<file path="config.mk">
export PLATFORM = sky130hd
export DESIGN_NAME = pulse_stretch_out
export DESIGN_NICKNAME = d
export VERILOG_FILES = /design/src/rtl/pulse_stretch_out.sv
export SDC_FILE = /design/constraint.sdc
export NUM_CORES = 1
export LEC_CHECK = 0
export ABC_CLOCK_PERIOD_IN_PS = 4500
export BUFFER_PORTS_ARGS = -buffer_cell sky130_fd_sc_hd__buf_2
export CORE_UTILIZATION = 44
export CTS_BUF_LIST = sky130_fd_sc_hd__clkbuf_8
export DETAILED_ROUTE_END_ITERATION = 10
export PLACE_DENSITY = 0.66
export SLEW_MARGIN = 0
export SYNTH_ARGS = -nofsm -noshare
export SYNTH_HDL_FRONTEND = slang
export SYNTH_SLANG_ARGS = --single-unit
export TNS_END_PERCENT = 30
</file>
<file path="constraint.sdc">
create_clock -name clk -period 4.5 [get_ports clk]
set_input_delay 0.225 -clock clk [delete_from_list [all_inputs] [get_ports clk]]
set_output_delay 0.225 -clock clk [all_outputs]
set_load 0.01 [all_outputs]
</file>
<file path="src/rtl/pulse_stretch_out.sv">
// pulse_stretch_out: turns single-cycle trig ticks into ON_CYCLES-long pulses separated by GAP_CYCLES gaps, queuing extra triggers.
// Define PULSE_STRETCH_RETRIG_EN to make a trig during a pulse restart its ON time instead of queuing.
module pulse_stretch_out #(
  parameter int N          = 22,
  parameter int ON_CYCLES  = 2500000,
  parameter int GAP_CYCLES = 1250000,
  parameter int PEND_W     = 3
) (
  input  logic              clk,
  input  logic              rst_n,
  input  logic              trig,
  output logic              pulse_out,
  output logic              busy,
  output logic [PEND_W-1:0] pend_cnt,
  output logic              ovf_tick
);
  typedef enum logic [1:0] {IDLE = 2'd0, ON = 2'd1, GAP = 2'd2} state_t;
  localparam logic [N-1:0]      ON_LAST  = N'(ON_CYCLES - 1);
  localparam logic [N-1:0]      GAP_LAST = N'(GAP_CYCLES - 1);
  localparam logic [PEND_W-1:0] PEND_MAX = '1;
  state_t            state, state_n;
  logic [N-1:0]      timer, timer_n;
  logic [PEND_W-1:0] pend_n;
  logic              ovf_n, inc, dec, has_pend;
  assign has_pend = pend_cnt != '0;
  always_comb begin
    state_n = state;
    timer_n = timer + 1'b1;
    inc     = 1'b0;
    dec     = 1'b0;
    case (state)
      IDLE: begin
        timer_n = '0;
        state_n = trig ? ON : IDLE;
      end
      ON: begin
        if (timer == ON_LAST) begin
          state_n = GAP;
          timer_n = '0;
        end
`ifdef PULSE_STRETCH_RETRIG_EN
        if (trig) begin
          state_n = ON;
          timer_n = '0;
        end
`else
        inc = trig;
`endif
      end
      GAP: begin
        if (timer == GAP_LAST) begin
          timer_n = '0;
          state_n = (has_pend || trig) ? ON : IDLE;
          dec     = has_pend;
          inc     = trig && has_pend;
        end else begin
          inc = trig;
        end
      end
      default: begin
        state_n = IDLE;
        timer_n = '0;
      end
    endcase
    // a simultaneous consume and enqueue leaves the count unchanged
    ovf_n  = inc && !dec && pend_cnt == PEND_MAX;
    pend_n = (inc && !dec && !ovf_n) ? pend_cnt + 1'b1 :
             (dec && !inc)           ? pend_cnt - 1'b1 : pend_cnt;
  end
  always_ff @(posedge clk or negedge rst_n) begin
    if (!rst_n) begin
      state     <= IDLE;
      timer     <= '0;
      pend_cnt  <= '0;
      pulse_out <= 1'b0;
      busy      <= 1'b0;
      ovf_tick  <= 1'b0;
    end else begin
      state     <= state_n;
      timer     <= timer_n;
      pend_cnt  <= pend_n;
      pulse_out <= state_n == ON;
      busy      <= state_n != IDLE;
      ovf_tick  <= ovf_n;
    end
  end
endmodule

</file>
# == Yosys cells after proc, flatten, opt, wreduce, memory -nomap -nowiden ==
# Cells that the tools add are included.
# totals
register_bits,30
inputBits,3
output_inout_bits,6
elab_cells,42
# op_classes
n_addsub,3
n_eq_ne,6
mux,14
reduce_logical,13
# op_table
operator,n
$mux W22,2
$pmux W22 S2,1
$add A22 B1 Y22 const B,1
$eq A22 B21 Y1 const B,1
$eq A22 B22 Y1 const B,1
$mux W3,2
$pmux W2 S3,1
$logic_and A1 B1 Y1,5
$mux W1,5
$eq A2 B1 Y1 const B,2
$mux W2,2
$reduce_bool A2 Y1,2
$add A3 B1 Y3 const B,1
$eq A3 B3 Y1 const B,1
$logic_not A1 Y1,3
$reduce_bool A3 Y1,1
$sub A3 B1 Y3 const B,1
$eq A2 B2 Y1 const B,1
$logic_not A2 Y1,1
$pmux W1 S2,1
$logic_or A1 B1 Y1,1

# == Depth between registers and ports, before layout ==
# logic_depth
depth_word,9
depth_mapped,9
mapped_depth_nobuf,9

# == Worst setup path after synthesis ==
# No wires, ideal clock.
# synth_path
path_kind,register -> register
from,reg pend_cnt[0]
to,reg pend_cnt[1]
setup_ns,0.125
arrival_time_ns,2.036
required_time_ns,4.375
slack_ns,2.339
path_stages_with_launch,8
path_buffers,0
synth_period_minus_slack_ns,2.161
cell_sequence,dfrtp_1 > or3_1 > nand2_1 > nand2_1 > a21oi_1 > inv_1 > fa_1 > mux2_4
# synth_via
elab_chain_cells,9
word_cells_on_any_way,19
cone_classes,2 x add/sub; 1 x eq/ne; 6 x mux; 10 x reduce/logical
# synth_rtl
element,line,text
"start, declared",14,"output logic [PEND_W-1:0] pend_cnt,"
"start signal, assigned",81,pend_cnt <= pend_n;
$reduce_bool A3 Y1,25,assign has_pend = pend_cnt != '0;
$logic_and A1 B1 Y1 / $mux W1 (equally long branches),"55, 51",
"$mux W1, on equally long branches","51, 31",
$pmux W1 S2 / $logic_not A1 Y1 (equally long branches),"31, 66, 67",
$logic_and A1 B1 Y1,"66, 67",
$logic_and A1 B1 Y1,66,ovf_n = inc && !dec && pend_cnt == PEND_MAX;
$logic_not A1 Y1,67,pend_n = (inc && !dec && !ovf_n) ? pend_cnt + 1'b1 :
$logic_and A1 B1 Y1,67,
$mux W3 *,67,
via pend_n[1],23,logic [PEND_W-1:0] pend_n;
# Mark *: on every way through the listed nets, which the timed path passes. The rest lies on a longest branch. The select of a mux whose other input is x is not followed.
# A chain may end at the register's enable or synchronous reset.

# == Worst setup path in the final report ==
# layout_path
from,reg timer[0]
to,reg pend_cnt[1]
# layout_via
elab_chain_cells,9
word_cells_on_any_way,14
cone_classes,1 x eq/ne; 5 x mux; 8 x reduce/logical
# layout_rtl
element,line,text
"start, declared",22,"logic [N-1:0] timer, timer_n;"
"start signal, assigned",80,timer <= timer_n;
$eq A22 B21 Y1 *,51,if (timer == GAP_LAST) begin
$mux W1,51,
$mux W1,31,case (state)
$logic_not A1 Y1,"66, 67",
$logic_and A1 B1 Y1 *,"66, 67",
$logic_and A1 B1 Y1,66,
$logic_not A1 Y1,67,
$logic_and A1 B1 Y1 *,67,
$mux W3 *,67,
via pend_n[1],23,
# Mark *: on every way through the listed nets, which the timed path passes. The rest lies on a longest branch.

==> results.md <==
* Post-CTS Setup Inserts at 0
* CP Capture Type: flop
* Slew headroom at 55.9%
* Cell Rows at 21
* Critical-path cell list: ha_1 -> and3_1 -> nand4_1 -> o21ai_2 -> a21oi_1 -> inv_1 -> fa_1 -> mux2_4
* Placed insts at 217
* Cell type with the largest total area after synthesis: dfrtp_1
* Fmax at 438 MHz
* Root Buffer: clkbuf_8
* CTS buffer count at 5
* Synthesized cell area at 1660 µm²
* Peak VDD IR at 0.154 mV
* Share of cells above drive strength 1 at 15.6%
* Routability cong. at 0.757
* Path type of the worst min-delay path: input pin to flop
* Syn-to-layout area delta at 9.67%
* Crit-path slowest cell: fa_1
* Setup TNS at 0 ns
* Power Density at 339 nW/µm²
* CP required at 4.67 ns
* Worst path max stage delay at 0.43 ns
* Arr. time, crit path at 2.46 ns
* Sequential share of the synthesized area at 45.4%
* Final Skew at 0.00340 ns
* Vias per inst at 5.33
* RSZ-0062 raised after global routing: no
* Setup CP Type: flop to flop
* DRT Pass-1 Iters at 4
* Final core occ at 52.3%
* Antenna violations before repair at 0
* WP buf/inv at 1
* Global-route wire length before repair at 5440 µm
* Max-slew violations at 0
* Fill cells at 318
* Die W at 63.3 µm
* Final layout net count at 188
* Final setup vio count at 0
* Crit path max-delay family: adder cells
* Async S/R FF share, synth at 100%
* PortBufs at 8
* Total global routing overflow at 0
* Number of synthesized flops with an enable pin at 0
* Area of the core at 3470 µm²
* Initial core utilization at 47.7%
* Final Cycle Share at 50.8%
* Worst Setup Start Kind: flop
* Final hold vios at 0
* Status: finished, final reports clean
* Leak at 0.745 nW
* Full die area at 4010 µm²
* Tmin final at 2.28 ns
* Synth top area cells: dfrtp_1 (45%), nor2_1 (6.6%), xor2_1 (6.3%)
* Vias in the first global route at 1248
* WL per Instance at 13.4 µm
* Number of library cell types mapped by synthesis at 42
* Total routed wirelength at 3020 µm
* DRT antenna net count at 0
* CTS tree: yes
* Primary FF master, synth: dfrtp_1
* PostCTS Resize Cnt at 0
* Yosys reg bits at 30
* Worst-skew pair later-pin latency at 0.28 ns
* Drc violations at 0
* H-tree levels at 2
* Post-route insts no fill at 225
* Post-Synthesis Cells at 166
* DRT iter0 DRCs at 118
* # diodes at 0
* Clock sink count at 30
* Worst-Margin Slew at 0.661 ns
* Synthesis Warnings at 0
* Vias at 1200
* Mean Syn Cell Area at 9.97 µm²
* I/O pins at 9
* Hpwl dp at 2190 µm
* Synth top area share at 45.4%
* Critical Path Fanout Max at 4
* Syn_nets at 175
* Clk buf depth at 2
* Die height at 63.3 µm
* CTS clk-pin slew, worst paths at 0.06 ns
* Maxcap violations at 0
* Largest net degree at the start of global routing at 31
* Overall routing resource usage at 17.9%
[cells in the mapped netlist (2+ instances only)]
library cell,count
inv_1,10
nand4_1,6
and3_1,4
nand3_1,11
nor4b_2,2
buf_4,2
ha_1,5
xnor2_1,10
nor4_1,2
dfrtp_1,30
a21oi_1,2
nor2_1,29
xor2_1,12
nand2_1,13
[report_power, final]
part	switching, mW	total (mW)	internal, mW	leakage (nW)
combinational	0.0722	0.111	0.0389	0.304
sequential	0.0129	0.303	0.290	0.397
clock	0.0984	0.202	0.103	0.0438
[metal layers]
layer	vias up	wire, µm	global-route usage (%)
met5	-	0	0
met4	0	74	9.38
met3	8	82	4.35
met2	19	1500	30.7
met1	586	1360	20.3
li1	587	-	-
[cell type report]
| cell class | count | area (µm²) | share of cell area (%) |
|---|---|---|---|
| clock inverter | 2 | 10.0 | 0.551 |
| sequential | 30 | 751 | 41.4 |
| timing repair buffer | 9 | 50.0 | 2.76 |
| tap | 46 | 57.6 | 3.17 |
| inverter | 10 | 37.5 | 2.07 |
| clock buffer | 5 | 68.8 | 3.79 |
| multi-input combinational | 123 | 841 | 46.3 |
[worst min-delay path, cell delays in order]
cell and delay, ns:
buf_2 0.12, nand2_1 0.09, a211oi_1 0.06
[metrics by stage]
stage	hold WS [ns]	total power [mW]	area, µm²	setup slack (ns)
after floorplan	-0.0706	0.392	1660	2.34
final	0.258	0.616	1820	2.22
after CTS	0.242	0.624	1820	2.22
after global routing	0.246	0.654	1820	2.08
after detailed placement	0.295	0.420	1730	2.23
after global placement	0.283	0.416	1730	2.29
[registers in the layout, indices dropped and copies added (netlist names)]
signal	cells
timer	22
pend_cnt	3
state	2
busy	1
ovf_tick	1
pulse_out	1
[layout by cell type (no fill, tap or decap), drive strengths merged, types with 2 or more instances in the layout]
cell type,count
dfrtp,30
nor2,30
nand2,13
xor2,12
nand3,12
inv,10
xnor2,10
buf,8
nand4,6
ha,5
clkbuf,5
and3,4
nor4b,4
nor4,3
o21ai,3
a21oi,2
clkinv,2
nor3,2
[path summary, 6_finish.rpt]
kind | slack, ns | start | cells after the start | end
hold / removal | 0.26 | trig | 3 | ovf_tick$_DFF_PN0_
setup / recovery | 2.22 | timer[0]$_DFF_PN0_ | 8 | pend_cnt[1]$_DFFE_PN0P_
min in group asynchronous | 0.51 | rst_n | 2 | pend_cnt[0]$_DFFE_PN0P_
hold reg to reg | 0.49 | timer[0]$_DFF_PN0_ | 1 | timer[0]$_DFF_PN0_
max in group asynchronous | 3.57 | rst_n | 2 | timer[9]$_DFF_PN0_
setup reg to reg | 2.22 | timer[0]$_DFF_PN0_ | 8 | pend_cnt[1]$_DFFE_PN0P_
[kinds of logic (layout without fill, tap and decap cells)]
family	count (synthesis)	after routing	share of synthesized area, %
and+or+nand+nor	83	83	28.3
DFF	30	30	45.4
xor gates and xnor gates	22	22	11.6
buffers and inverters	13	26	3.85
AOI/OAI and AO/OA	10	10	4.38
adders and majority gates	6	6	4.99
muxes	2	2	1.51
[repair_timing]
action                     in CTS  in global routing
hold buffers                    1                  0
hold endpoints to repair       30                  0
setup endpoints to repair       0                  0
(Power assumes the default switching activity.)
